$ cat src/rtl/sifh_zoom_histogram.sv
// rtl/sifh_zoom_histogram.sv - multi-pass successive-zoom per-pixel histogram and peak detector
// Each pass re-bins the pixel stream in a window centred on the previous pass's peak.
`timescale 1ns/1ps
module sifh_zoom_histogram #(
  parameter int NP             = 12,
  parameter int NB             = 4,
  parameter int PIXELS         = 4,
  parameter int DATA_PER_PIXEL = 2,
  parameter int ACQ_NUM        = 16,
  parameter int PASSES         = 2,
  parameter int COUNT_W        = 8,
  localparam int PW            = (PIXELS > 1) ? $clog2(PIXELS) : 1,
  localparam int PSW           = $clog2(PASSES + 1)
) (
  input  logic               clk,
  input  logic               res,
  input  logic               in_valid,
  output logic               in_ready,
  input  logic [NP-1:0]      in_data,
  output logic               out_valid,
  input  logic               out_ready,
  output logic [PW-1:0]      out_pixel,
  output logic [NP-1:0]      out_peak,
  output logic [COUNT_W-1:0] out_count,
  output logic               out_hit,
  output logic [PSW-1:0]     pass_idx,
  output logic               frame_done
);
  localparam int NBINS = 2 ** NB;
  localparam int AW    = NP + 2;
  localparam int DW    = (DATA_PER_PIXEL > 1) ? $clog2(DATA_PER_PIXEL) : 1;
  localparam int AQW   = (ACQ_NUM > 1) ? $clog2(ACQ_NUM) : 1;
  localparam logic [COUNT_W-1:0] CNT_MAX = '1;

  typedef enum logic [2:0] {CLEAR, ACCUM, DRAIN, UPDATE, OUTPUT} state_t;
  state_t state;

  logic [NP-1:0]      lo      [PIXELS];
  logic [PIXELS-1:0]  hit;
  logic [COUNT_W-1:0] max_cnt [PIXELS];
  logic [NB-1:0]      max_bin [PIXELS];
  logic [NBINS-1:0]   bin_vld [PIXELS];
  logic [COUNT_W-1:0] cnt     [PIXELS][NBINS];

  logic [PW-1:0]  cur_pix, upd_pix, s1_pix, ld_pix;
  logic [DW-1:0]  data_cnt;
  logic [AQW-1:0] acq_cnt;
  logic           drain_cnt, s1_valid;
  logic [NB-1:0]  s1_bin, in_bin;

  function automatic int shift_of(input int p);
    return NP - NB - p * (NB - 1);
  endfunction

  function automatic int wlog_of(input int p);
    return (p == 0) ? NP : shift_of(p - 1) + 1;
  endfunction

  function automatic logic [AW-1:0] pow2(input int e);
    return (e < 0) ? '0 : (AW'(1) << e);
  endfunction

  // Centre of bin b: also the reported peak and the next window's target centre.
  function automatic logic [AW-1:0] centre_of(input logic [NP-1:0] l, input logic [NB-1:0] b,
                                              input int s);
    return AW'(l) + (AW'(b) << s) + pow2(s - 1);
  endfunction

  int                 s_cur, w_cur;
  logic               xfer, last_xfer, in_win, upd_hit, ld_hit;
  logic [AW-1:0]      diff, tgt, raw_lo, max_lo;
  logic [NP-1:0]      new_lo, ld_peak;
  logic [COUNT_W-1:0] rd_cnt, nx_cnt;

  always_comb begin
    s_cur     = shift_of(int'(pass_idx));
    w_cur     = wlog_of(int'(pass_idx));
    xfer      = in_valid & in_ready;
    last_xfer = xfer && (cur_pix == PW'(PIXELS - 1)) && (data_cnt == DW'(DATA_PER_PIXEL - 1))
                && (acq_cnt == AQW'(ACQ_NUM - 1));
    diff      = AW'(in_data) - AW'(lo[cur_pix]);
    in_win    = !diff[AW-1] && (diff < pow2(w_cur));
    in_bin    = NB'(diff >> s_cur);
    // Counters live in flops, so a same-bin hit on the next cycle already sees this write.
    rd_cnt    = bin_vld[s1_pix][s1_bin] ? cnt[s1_pix][s1_bin] : '0;
    nx_cnt    = (rd_cnt == CNT_MAX) ? rd_cnt : rd_cnt + 1'b1;
    upd_hit   = (max_cnt[upd_pix] != '0);
    tgt       = upd_hit ? centre_of(lo[upd_pix], max_bin[upd_pix], s_cur)
                        : AW'(lo[upd_pix]) + pow2(w_cur - 1);
    raw_lo    = tgt - pow2(s_cur);
    max_lo    = pow2(NP) - pow2(s_cur + 1);
    if (raw_lo[AW-1])        new_lo = '0;
    else if (raw_lo > max_lo) new_lo = NP'(max_lo);
    else                      new_lo = NP'(raw_lo);
    ld_pix    = (state == OUTPUT) ? PW'(out_pixel + 1'b1) : '0;
    ld_hit    = hit[ld_pix] && (max_cnt[ld_pix] != '0);
    ld_peak   = ld_hit ? NP'(centre_of(lo[ld_pix], max_bin[ld_pix], s_cur)) : '0;
  end

  always_ff @(posedge clk) begin
    if (s1_valid) cnt[s1_pix][s1_bin] <= nx_cnt;
  end

  always_ff @(posedge clk or posedge res) begin
    if (res) begin
      state      <= CLEAR;
      in_ready   <= 1'b0;
      out_valid  <= 1'b0;
      out_pixel  <= '0;
      out_peak   <= '0;
      out_count  <= '0;
      out_hit    <= 1'b0;
      pass_idx   <= '0;
      frame_done <= 1'b0;
      hit        <= '1;
      cur_pix    <= '0;
      data_cnt   <= '0;
      acq_cnt    <= '0;
      drain_cnt  <= 1'b0;
      upd_pix    <= '0;
      s1_valid   <= 1'b0;
      s1_pix     <= '0;
      s1_bin     <= '0;
      for (int i = 0; i < PIXELS; i++) begin
        lo[i]      <= '0;
        max_cnt[i] <= '0;
        max_bin[i] <= '0;
        bin_vld[i] <= '0;
      end
    end else begin
      frame_done <= 1'b0;
      s1_valid   <= xfer & in_win;
      s1_pix     <= cur_pix;
      s1_bin     <= in_bin;
      if (s1_valid) begin
        bin_vld[s1_pix][s1_bin] <= 1'b1;
        if (nx_cnt > max_cnt[s1_pix]) begin
          max_cnt[s1_pix] <= nx_cnt;
          max_bin[s1_pix] <= s1_bin;
        end
      end
      case (state)
        CLEAR: begin
          for (int i = 0; i < PIXELS; i++) begin
            bin_vld[i] <= '0;
            max_cnt[i] <= '0;
            max_bin[i] <= '0;
          end
          cur_pix  <= '0;
          data_cnt <= '0;
          acq_cnt  <= '0;
          in_ready <= 1'b1;
          state    <= ACCUM;
        end
        ACCUM: if (xfer) begin
          if (data_cnt == DW'(DATA_PER_PIXEL - 1)) begin
            data_cnt <= '0;
            if (cur_pix == PW'(PIXELS - 1)) begin
              cur_pix <= '0;
              acq_cnt <= acq_cnt + 1'b1;
            end else begin
              cur_pix <= cur_pix + 1'b1;
            end
          end else begin
            data_cnt <= data_cnt + 1'b1;
          end
          if (last_xfer) begin
            in_ready  <= 1'b0;
            drain_cnt <= 1'b0;
            state     <= DRAIN;
          end
        end
        DRAIN: begin
          drain_cnt <= 1'b1;
          if (drain_cnt) begin
            upd_pix <= '0;
            state   <= UPDATE;
          end
        end
        UPDATE: begin
          if (!upd_hit) hit[upd_pix] <= 1'b0;
          if (pass_idx != PSW'(PASSES - 1)) lo[upd_pix] <= new_lo;
          upd_pix <= upd_pix + 1'b1;
          if (upd_pix == PW'(PIXELS - 1)) begin
            if (pass_idx == PSW'(PASSES - 1)) begin
              out_valid <= 1'b1;
              out_pixel <= ld_pix;
              out_peak  <= ld_peak;
              out_count <= max_cnt[ld_pix];
              out_hit   <= ld_hit;
              state     <= OUTPUT;
            end else begin
              pass_idx <= pass_idx + 1'b1;
              state    <= CLEAR;
            end
          end
        end
        OUTPUT: if (out_valid && out_ready) begin
          if (out_pixel == PW'(PIXELS - 1)) begin
            out_valid  <= 1'b0;
            frame_done <= 1'b1;
            pass_idx   <= '0;
            hit        <= '1;
            for (int i = 0; i < PIXELS; i++) lo[i] <= '0;
            state      <= CLEAR;
          end else begin
            out_pixel <= ld_pix;
            out_peak  <= ld_peak;
            out_count <= max_cnt[ld_pix];
            out_hit   <= ld_hit;
          end
        end
        default: state <= CLEAR;
      endcase
    end
  end
endmodule

$ cat config.mk
export PLATFORM = sky130hd
export DESIGN_NAME = sifh_zoom_histogram
export DESIGN_NICKNAME = d
export VERILOG_FILES = /design/src/rtl/sifh_zoom_histogram.sv
export SDC_FILE = /design/constraint.sdc
export NUM_CORES = 1
export LEC_CHECK = 0
export BUFFER_PORTS_ARGS = -buffer_cell sky130_fd_sc_hd__buf_2
export CAP_MARGIN = 30
export CORE_ASPECT_RATIO = 0.7
export CORE_MARGIN = 2
export CORE_UTILIZATION = 56
export DETAILED_ROUTE_END_ITERATION = 7
export PLACE_DENSITY = 0.72
export SYNTH_ARGS = -nofsm -noshare
export SYNTH_HDL_FRONTEND = slang
export SYNTH_SLANG_ARGS = --single-unit
$ cat constraint.sdc
create_clock -name clk -period 10.95 [get_ports clk]
set_input_delay 1.6425 -clock clk [delete_from_list [all_inputs] [get_ports clk]]
set_output_delay 1.6425 -clock clk [all_outputs]
set_load 0.02 [all_outputs]
### After elaboration in Yosys (flattened, before gate mapping)

Memory sizes are Yosys's and may differ from the RTL's.
Index checks and enable logic that the tools add are counted.

| storage, ports and cells | value |
|---|---|
| output and inout bits | 28 |
| memories kept | 1 |
| register bits after elaboration | 212 |
| input port bits | 16 |
| memory bits (writable) | 512 |
| word-level logic and storage cells | 297 |

Memory list:

| name | words | bits a word | read ports | clocked after memory_dff | write ports | RTL line | source |
|---|---|---|---|---|---|---|---|
| cnt | 4 | 128 | 1 | 0 | 1 | 43 | `logic [COUNT_W-1:0] cnt [PIXELS][NBINS];` |

| operators by class | value |
|---|---|
| bitwise gates (word level) | 10 |
| reduce and logical (&&, ||, !) cells | 35 |
| equal/unequal tests | 24 |
| add/subtract/negate cells | 22 |
| multiplexer cells | 140 |
| $lt $le $gt $ge | 21 |
| shift operators | 8 |
| multiply operators | 2 |

Operators with widths:

| operator | number |
|---|---|
| 12-bit two-way mux | 14 |
| 1-bit by 32-bit << shifter with 14-bit output (first input constant) | 5 |
| 48-bit two-way mux | 3 |
| 128-bit two-way mux | 1 |
| 32-bit two-way mux | 4 |
| 64-bit two-way mux | 2 |
| 8-bit two-way mux | 16 |
| 16-bit two-way mux | 6 |
| 48-bit one-hot mux with 2 select lines | 1 |
| 14-bit two-way mux | 6 |
| 12-bit binary-select mux with 2-bit select | 3 |
| 32-bit by 1-bit less-than comparator with 1-bit output (second input constant) | 2 |
| 64-bit OR | 1 |
| 8-bit binary-select mux with 2-bit select | 3 |
| 48-bit bitwise mux | 1 |
| 4-bit two-way mux | 11 |
| 16-bit binary-select mux with 2-bit select | 1 |
| 8-bit binary-select mux with 4-bit select | 1 |
| 32-bit bitwise mux | 1 |
| 16-bit demux with 2-bit select | 1 |
| 8-bit demux with 4-bit select | 1 |
| 4-bit by 32-bit << shifter with 12-bit output | 1 |
| 4-bit by 32-bit << shifter with 14-bit output | 1 |
| 14-bit by 32-bit right shift with 4-bit output | 1 |
| other kinds (74) | 175 |

### Depth between registers and ports, before layout

Gate-level depths: netlist of run 1.

| depth | value |
|---|---|
| word-level depth | 17 |
| mapped depth | 35 |
| depth with buffers taken out | 30 |

### Worst setup path before layout of run 1

No wires, ideal clock.

| path | value |
|---|---|
| path type | reg2reg |
| start point | register pass_idx[0] |
| end point | register lo[20] (netlist name) |
| period minus slack after synthesis | 8.254 ns |
| setup time | 0.122 ns |
| buffers on the path | 5 |
| stages on the path, launching flop included | 36 |
| required time | 10.828 ns |
| slack | 2.696 ns |
| arrival | 8.132 ns |
| cells stage by stage | dfrtp_1 > clkbuf_1 > inv_1 > clkbuf_1 > ha_1 > clkbuf_1 > inv_1 > clkbuf_1 > nand2_1 > a311oi_1 > nand2_1 > fa_1 > inv_1 > ha_1 > a21o_1 > a21oi_1 > nor2b_1 > o21a_1 > o41ai_1 > o21ai_0 > a31oi_1 > xor2_1 > mux2i_1 > ha_1 > and2_1 > o21ai_0 > o311ai_0 > a211oi_1 > xor2_1 > ha_1 > and4_1 > o311a_1 > o21ai_0 > clkbuf_1 > mux2_2 > a32o_1 |

| on the way | value |
|---|---|
| longest elaborated chain between the ends | 17 |
| elaborated cells between the ends (all ways) | 39 |
| those cells by class | 12 x add/sub; 2 x mul; 5 x order compare; 2 x eq/ne; 5 x shift; 11 x mux; 2 x reduce/logical |

RTL lines:

| element | RTL line | source |
|---|---|---|
| from (decl) | 26 | `output logic [PSW-1:0] pass_idx,` |
| from (signal assigned) | 193 | `pass_idx <= pass_idx + 1'b1;` |
| 2-bit by 1-bit subtractor with 3-bit output | 56 | `return (p == 0) ? NP : shift_of(p - 1) + 1;` |
| 3-bit by 3-bit multiplier with 6-bit output | 52 | `return NP - NB - p * (NB - 1);` |
| 5-bit by 6-bit subtractor with 7-bit output | 52 |  |
| 7-bit by 2-bit adder with 8-bit output | 56 |  |
| 32-bit two-way mux | 56 |  |
| 32-bit by 2-bit subtractor with 32-bit output | 89 | `: AW'(lo[upd_pix]) + pow2(w_cur - 1);` |
| 32-bit by 1-bit less-than comparator with 1-bit output / 1-bit by 32-bit << shifter with 14-bit output (equally long branches) | 60 | `return (e < 0) ? '0 : (AW'(1) << e);` |
| 14-bit two-way mux | 60 |  |
| 12-bit by 14-bit adder with 14-bit output | 89 |  |
| 14-bit two-way mux | 88 | `tgt = upd_hit ? centre_of(lo[upd_pix], max_bin[upd_pix], s_cur)` |
| 14-bit subtractor | 90 | `raw_lo = tgt - pow2(s_cur);` |
| 14-bit > comparator | 93 | `else if (raw_lo > max_lo) new_lo = NP'(max_lo);` |
| 12-bit two-way mux | 93 |  |
| 12-bit two-way mux | 92 | `if (raw_lo[AW-1]) new_lo = '0;` |
| 48-bit bitwise mux | 182 | `if (pass_idx != PSW'(PASSES - 1)) lo[upd_pix] <= new_lo;` |
| 48-bit two-way mux | 182 |  |
| 48-bit one-hot mux with 2 select lines | 142 | `case (state)` |
| to (signal, indexed assignment) | 182 |  |
| to (decl) | 38 | `logic [NP-1:0] lo [PIXELS];` |

Parallel ways exist; a longest one is shown, timed or not. The select of a mux whose other input is x is not followed.
A chain may end at the register's enable or synchronous reset.

### Worst setup path after layout of run 1

| path | value |
|---|---|
| start point | register pass_idx[0] |
| end point | register lo[7] (netlist name) |

Same word-level chain as after synthesis.

==> results of run 1 <==
metal layers:
layer / up-vias / track usage, %
met3: 173 / 11.6
met1: 12200 / 48.6
met4: 0 / 5.60
li1: 9994 / -
met2: 1505 / 41.9
met5: - / 0
flip-flops by register name, summed over array words and instances, names as in the netlist, 3 cells and up:
| signal | count |
|---|---|
| lo | 48 |
| out_count | 8 |
| state | 3 |
| out_peak | 12 |
| bin_vld | 64 |
| acq_cnt | 4 |
| max_bin | 16 |
| hit | 4 |
| s1_bin | 4 |
| cnt | 512 |
| max_cnt | 32 |
cell usage in the layout, fill, tap and decap left out, drive strengths merged, types with 24 or more instances in the layout:
cell type  instances
edfxtp           512
nor2             265
dfrtp            208
nand2            185
mux4             174
ha               113
buf              109
inv              104
clkbuf            95
a21oi             71
o21ai             61
a22o              60
a22oi             59
nand3             58
a32o              48
nor3              34
mux2i             31
xnor2             31
a21o              30
fa                28
xor2              24
clkinv            24
final timing paths:
| kind | startpoint | to | depth (start not counted) |
|---|---|---|---|
| min in group asynchronous | res | pass_idx[1]$_DFFE_PP0P_ | 2 |
| hold / removal | out_hit$_DFFE_PP0P_ | out_hit$_DFFE_PP0P_ | 1 |
| setup / recovery | pass_idx[0]$_DFFE_PP0P_ | lo[7]$_DFFE_PP0P_ | 31 |
| hold reg to reg | out_hit$_DFFE_PP0P_ | out_hit$_DFFE_PP0P_ | 1 |
| max in group asynchronous | res | s1_pix[1]$_DFF_PP0_ | 5 |
| setup reg to reg | pass_idx[0]$_DFFE_PP0P_ | lo[7]$_DFFE_PP0P_ | 31 |
power by group through the flow:
| stage | sequential [mW] | combinational, mW | clock, mW |
|---|---|---|---|
| after detailed placement | 3.60 | 4.53 | 0 |
| after floorplan | 3.54 | 3.06 | 0 |
| after global placement | 3.59 | 4.38 | 0 |
| final | 3.55 | 4.69 | 2.31 |
| after global routing | 3.57 | 4.97 | 2.43 |
| after CTS | 3.55 | 4.55 | 2.32 |
cell families after synthesis:
kind of cell | Yosys count | share of synthesized area (%)
xor+xnor | 55 | 1.40
fa+ha+maj | 142 | 5.58
buf+inv | 252 | 3.13
compound gates | 493 | 10.2
simple gates | 681 | 8.84
other cells | 2 | 0.0211
mux | 225 | 12.7
flops | 724 | 58.1
cell type report:
class / count / area [um2] / area share [%]
Sequential cell: 724 / 20700 / 53.0
Multi-Input combinational cell: 1611 / 13900 / 35.7
Clock buffer: 94 / 1930 / 4.93
Tap cell: 829 / 1040 / 2.66
Timing Repair Buffer: 110 / 867 / 2.22
Inverter: 104 / 398 / 1.02
Clock inverter: 30 / 200 / 0.513
worst register-to-register path: cells and delay by family (launching register included):
kind	cells	cell delay [ns]
DFF	1	0.32
muxes	2	0.51
buffers and inverters	4	1.14
xor gates and xnor gates	2	0.56
and+or+nand+nor	6	1.50
adders and majority gates	5	2.37
AOI/OAI and AO/OA	12	2.78
==> impl.org, run 1 <==
** STA
- On the final layout, the worst hold slack is 0.471 ns.
- Post-route setup slack :: 1.65 ns
- Clock skew after layout :: 0.0198 ns
- FMAX :: 0.107 GHz
- Number of pins with negative max-slew slack in the final report :: 0
- Final number of setup-violating endpoints :: 0
- Number of hold-slack violations in the final timing report :: 0
- The worst pin sits at a relative slew slack of 26.7%.
- Summed over all failing endpoints, the final setup total negative slack is 0 ns.
- The worst path uses 85.0% of the clock period.
- For the pin with the worst max-slew slack, the measured transition is 1.10 ns.
- Minimum period implied by the final worst setup slack :: 9.30 ns
- Unrepaired setup endpoints after global routing :: no

** Clocking
- Root buffer cell :: clkbuf_16
- Max Buffers Root-to-Sink :: 3
- Buffers added to address setup during post-CTS repair amount to 0.
- Clock sink count :: 724
- In this run, post-CTS repair resized a total of 0 instances.
- CTS clk-pin slew, worst paths :: 0.07 ns
- Count of hold-fix buffers inserted at cts :: 0
- TritonCTS built the clock tree.
- Number of buffers created by CTS :: 70
- Clk_lat worst skew :: 0.62 ns
- The H-tree generated during clock tree synthesis spans 3 levels.

** Placed design
- Total half-perimeter wirelength after legalization and detailed placement :: 67.5 mm
- Before CTS, the worst setup slack after placement is 1.89 ns.
- Port Buffer Count :: 43
- Placed Area :: 36,800 um2
- Final weighted congestion in routability-driven placement :: 0.950
- Including well taps, the total number of placed cells is 3,373.

** Route
- Routed signal wires occupy layers up through met4.
- Number of search-and-repair iterations in the first detailed-routing pass :: 7
- Detailed-route wire length per cell :: 28.7 um
- Via count normalized by instance count :: 6.81
- In the detailed route, the total length drawn on met2 is 41.3 mm.
- Met1 wire length :: 42.7 mm
- Routed Antenna Nets :: 0
- DR iter-0 viols :: 3,609
- Total wirelength of the detailed-routed design :: 101 mm
- Total via count in the routed design :: 23,900
- In the routed design, unresolved DRC markers number 0.
- DR WL met3 :: 14.8 mm

** Synthesis
- Area fraction of the dominant cell type after synthesis :: 43.2%
- Top post-synthesis cells by count :: edfxtp_1, nor2_1, dfrtp_1, nand2_1, mux4_2
- In the post-synthesis netlist, the biggest area contributors are edfxtp_1, dfrtp_1, mux4_2.
- Each instance of the synthesized netlist takes up on average 13.8 um2.
- The biggest area contributor in the post-synthesis netlist is edfxtp_1.
- The synthesized design contains 724 register bits.
- In this run, synthesis inferred 512 flip-flops with an integrated enable.
- Number of warnings printed during yosys synthesis :: 0
- Dominant register cell in the synthesized netlist :: edfxtp_1
- Sequential cell area fraction in the yosys report :: 58.1%
- Most frequently used cell type in the post-synthesis netlist :: edfxtp_1
- Cell Area, Synth :: 35,600 um2
- For this run, asynchronously set or reset flops after synthesis account for 29.3%.
- Number of standard cells after synthesis :: 2,574
- Synthesis instantiated 87 different standard cells from the library.

** Worst setup path
- STA classifies the critical path startpoint as a flop.
- Critical Path Most Common Cell :: ha_1
- Endpoint type of the worst setup path :: flop
- The worst register-to-register path has a setup slack of 1.65 ns.
- Crit path max-delay family :: compound AO/OA/AOI/OAI gates
- For the worst setup path, the data required time is 11.45 ns.
- Count of buffering cells on the critical path with inverters included :: 4
- Critical path's slowest cell :: ha_1
- Highest cell delay on the worst timing path :: 0.85 ns
- Along the worst path, the maximum fanout reaches 47.
- Critical Setup Path Class :: reg2reg
- Data arrives at the worst endpoint at 9.80 ns.

** Run
- Max cap viols :: 0

** Pwr
- Net switching is 40.2% of the power.
- Peak supply drop :: 299 uV
- Share of total power in the clock network :: 21.9%
- Per report_power, the combinational group accounts for 44.5% of the total.
- Leakage :: 14.7 nW
- The analysis attributes to net switching a power of 4.24 mW.
- Sequential power share :: 33.7%
- Power spread over the standard cell area amounts to 270 nW/um2.
- The design draws 10.6 mW.
- The internal power of the cells totals 6.31 mW.

** Die
- 44 I/O pins were placed.
- Measured along the y axis, the die boundary spans 215 um.
- Area enclosed by the die boundary :: 65,600 um2
- Initial standard-cell utilization of the core :: 56.5%
- In this run the horizontal extent of the chip is 305 um.
- Placeable core region :: 63,000 um2
- Standard-cell rows :: 77

** Outcome
- Status :: completed

** Finish
- Final net count :: 2,778
- Fraction of final layout cells with drive strength greater than 1 :: 15.6%
- The layout has 4,698 filler cells.
- Non-filler cells in the finished layout :: 3,502
- Area growth, synth to finish :: 9.72%
- Utilization after layout :: 62.0%
- Summing all non-filler instances in the final layout gives an area of 39,000 um2.
- The repair_antennas step left the layout with diodes totalling 0.

** GRT
- The initial antenna violation count was 0.
- Entering global routing, the biggest net connects 113 pins.
- Number of global-route vias before repair :: 23,000
- Gr ovfl total :: 0
- First-pass GRT wire length :: 151 mm
- For this run, the total global-route usage over all layers was measured as 31.1%.

** Worst hold path
- The worst hold path belongs to the class reg2reg.
Power figures use the tool's default switching activity.
==> inputs of run 2 (changes only) <==
- clock period: 10.95 -> 9 ns (I/O delays scaled with it)
==> run 2 against run 1 <==
Against the previous run: die area unchanged; critical path type unchanged; via count down 0.70%; register-to-register slack worse by 1.0 ns; non-clock buffer count up 12; wire length down 1.3%; maximum frequency up 11%; combinational power up 22%; critical endpoint is now lo[10]$_DFFE_PP0P_; cell count up 0.37%; largest cell class unchanged; final area up 0.70%.
==> impl.org, run 2 (synthesized netlist as in run 1, its figures left out) <==
** Clocking
- Number of buffers created by CTS :: 69
- Clock sink count :: 724
- Root buffer cell :: clkbuf_16
- The number of hold buffers added after CTS was 0.
- Clock tree from TritonCTS :: yes
- In this run the post-CTS setup repair buffer count came out at 0.
- Resize count post-CTS :: 0
- Max Buffers Root-to-Sink :: 3
- Clk_lat worst skew :: 0.66 ns
- After clock tree synthesis, the clock-pin slew on the worst setup and hold paths is 0.06 ns.
- Maximum level of the CTS H-tree :: 3

** Pwr
- Leakage :: 14.8 nW
- In this run, the clock network consumes 22.7% of the power.
- Sequential power share :: 33.6%
- Peak supply drop :: 234 uV
- Of the total power, combinational logic draws 43.7%.
- Net switching is 40.1% of the power.
- Power per cell area :: 332 nW/um2
- Sw Pwr :: 5.23 mW
- Pint :: 7.82 mW

** STA
- Number of pins with negative max-slew slack in the final report :: 0
- In this run the tightest slew margin relative to its limit is 26.8%.
- Setup violations remaining at the end of the flow were counted as 0.
- The tightest hold path in the finished design has a slack of 0.478 ns.
- Final period util :: 92.8%
- FMAX :: 0.120 GHz
- After routing, the total negative slack on setup checks comes to 0 ns.
- Minimum period implied by the final worst setup slack :: 8.35 ns
- Number of hold-slack violations in the final timing report :: 0
- At the pin with the least slew margin, the transition time is 1.10 ns.
- Clock skew after layout :: 0.0563 ns
- Setup repair after global routing left no endpoint under its margin.

** Route
- The detail route stage leaves a number of antenna-violating nets equal to 0.
- Met1 wire length :: 41.1 mm
- After detailed routing, the met2 layer carries 41.6 mm of wire.
- Summed over all nets, wire length on met3 after detailed routing comes to 14.6 mm.
- Number of search-and-repair iterations in the first detailed-routing pass :: 8
- Detailed-route wire length per cell :: 28.3 um
- Total via count in the routed design :: 23,700
- After the first detailed-routing iteration, the DRC count stood at 3,331.
- For this block, the routed nets add up to 99.4 mm of wire.
- After detailed routing, the number of vias per cell comes to 6.74.
- Number of design rule violations left after detail routing :: 0
- Routed signal wires occupy layers up through met4.

** GRT
- Gr ovfl total :: 0
- Total global-route track usage :: 30.6%
- The first global-routing pass estimated 149 mm of wire.
- Pin count of the biggest net entering global routing :: 119
- The initial antenna violation count is 0.
- Number of global-route vias before repair :: 23,100

** Die
- After floorplanning, the core was sized to cover 63,000 um2.
- For this design the top-level I/O count stands at 44.
- Initial standard-cell utilization of the core :: 56.5%
- Overall die width :: 305 um
- Standard-cell rows :: 77
- The die covers 65,600 um2.
- From bottom edge to top edge, the die measures 215 um.

** Worst setup path
- Counting cells, the worst reg-to-reg path comes to 31.
- Critical path peak fanout :: 16
- STA puts the critical path data arrival time at 8.87 ns.
- The worst setup path is captured at a flop.
- Critical Setup Path Class :: reg2reg
- Flop-to-flop setup slack :: 0.65 ns
- Setup crit start kind :: flop
- The worst register-to-register path begins at pass_idx[0]$_DFFE_PP0P_.
- Data on the critical path is required at its endpoint by 9.52 ns.
- On the critical path, the stage with the largest delay is an instance of xnor2_1.
- The largest single stage delay on the critical path is 0.60 ns.
- In this run the critical register-to-register path is captured at lo[10]$_DFFE_PP0P_.

** Finish
- Utilization after layout :: 62.4%
- Largest register by flop count :: cnt
- Total area of multi-input combinational cells :: 13,900 um2
- Area growth, synth to finish :: 10.5%
- Of the cells placed in the final design, the portion with a size suffix greater than 1 is 16.1%.
- 0 antenna diodes ended up in the layout.
- Flip-flop count of the largest register, all copies and words added :: 512
- Most used cells in the layout excluding fill and tap cells :: edfxtp_1, nor2_1, dfrtp_1
- The library cell used most frequently in the layout, excluding fill and tap cells, is edfxtp_1.
- Number of inserted filler cells in the final layout :: 4,581
- Registers with the most flip-flops :: cnt: 512 flops, bin_vld: 64 flops, lo: 48 flops
- Total area of sequential cells :: 20,700 um2
- Final net count :: 2,789

** Placed design
- Port Buffer Count :: 43
- Final weighted congestion in routability-driven placement :: 1.00
- Total half-perimeter wirelength after legalization and detailed placement :: 66.3 mm

** Worst hold path
- Hold Path Depth :: 2
- Beginning of the worst hold path :: out_count[1]$_DFFE_PP0P_
- In this run the worst hold path is classified as reg2reg.
- For hold timing, the worst endpoint is out_count[1]$_DFFE_PP0P_.

** Run
- Max-cap violations in this run came to 0.

** Outcome
- Status :: completed
[run 2: cell count changes in the layout (fill, tap and decap cells not counted), moves of 3 or more]
cell	delta
buf_4	+16
clkbuf_1	-3
clkbuf_8	+7
clkinvlp_4	-3
clkinv_16	+6
clkinv_1	-3
clkbuf_16	-3
clkinv_2	-4
[run 2: power by group through the flow]
stage / logic [mW] / clock network (mW) / registers, mW
after floorplan: 3.73 / 0 / 4.31
after global placement: 5.26 / 0 / 4.46
after detailed placement: 5.41 / 0 / 4.48
after CTS: 5.45 / 2.99 / 4.41
after global routing: 6.02 / 3.13 / 4.42
final: 5.70 / 2.96 / 4.39
[run 2: cell type report]
class                   instances  share of cell area (%)
clock inverters                30                    1.05
inverters                     104                    1.01
multi-input cells            1611                    35.4
well taps                     829                    2.64
clock buffers                  95                    4.92
repair buffers                122                    2.36
flip-flops and latches        724                    52.6
[run 2: how the worst max path moves through the flow]
stage	from	end	slack, ns	cells after the start
6_report	pass_idx[0]$_DFFE_PP0P_	lo[10]$_DFFE_PP0P_	0.65	31
5_1_grt	pass_idx[0]$_DFFE_PP0P_	lo[27]$_DFFE_PP0P_	0.26	31
4_1_cts	pass_idx[0]$_DFFE_PP0P_	lo[10]$_DFFE_PP0P_	0.82	31
3_5_place_dp	pass_idx[0]$_DFFE_PP0P_	lo[34]$_DFFE_PP0P_	0.88	31
3_3_place_gp	pass_idx[0]$_DFFE_PP0P_	lo[10]$_DFFE_PP0P_	0.98	31
2_1_floorplan	pass_idx[0]$_DFFE_PP0P_	lo[44]$_DFFE_PP0P_	0.75	35
[run 2: metal layers]
layer	track usage, %	vias up
li1	-	10000
met1	46.4	12000
met5	0	-
met4	6.54	0
met3	11.6	190
met2	42.2	1495
[run 2: worst max-delay path, delay by kind of cell, from the launching register on]
kind	cells	cell delay [ns]
compound gates	12	2.50
xor+xnor	3	0.96
fa+ha+maj	5	2.16
flops	1	0.38
buf+inv	4	0.93
simple gates	6	0.90
mux	1	0.43
[run 2: stage by stage]
stage	instances	power, mW	instance area [um2]	worst slack, ns
2_1_floorplan	2587	8.03	35600	0.746
5_1_grt	3515	13.6	39300	0.257
4_1_cts	3511	12.9	39200	0.821
3_5_place_dp	3386	9.88	36900	0.882
3_3_place_gp	3378	9.72	36800	0.979
6_report	3515	13.1	39300	0.646
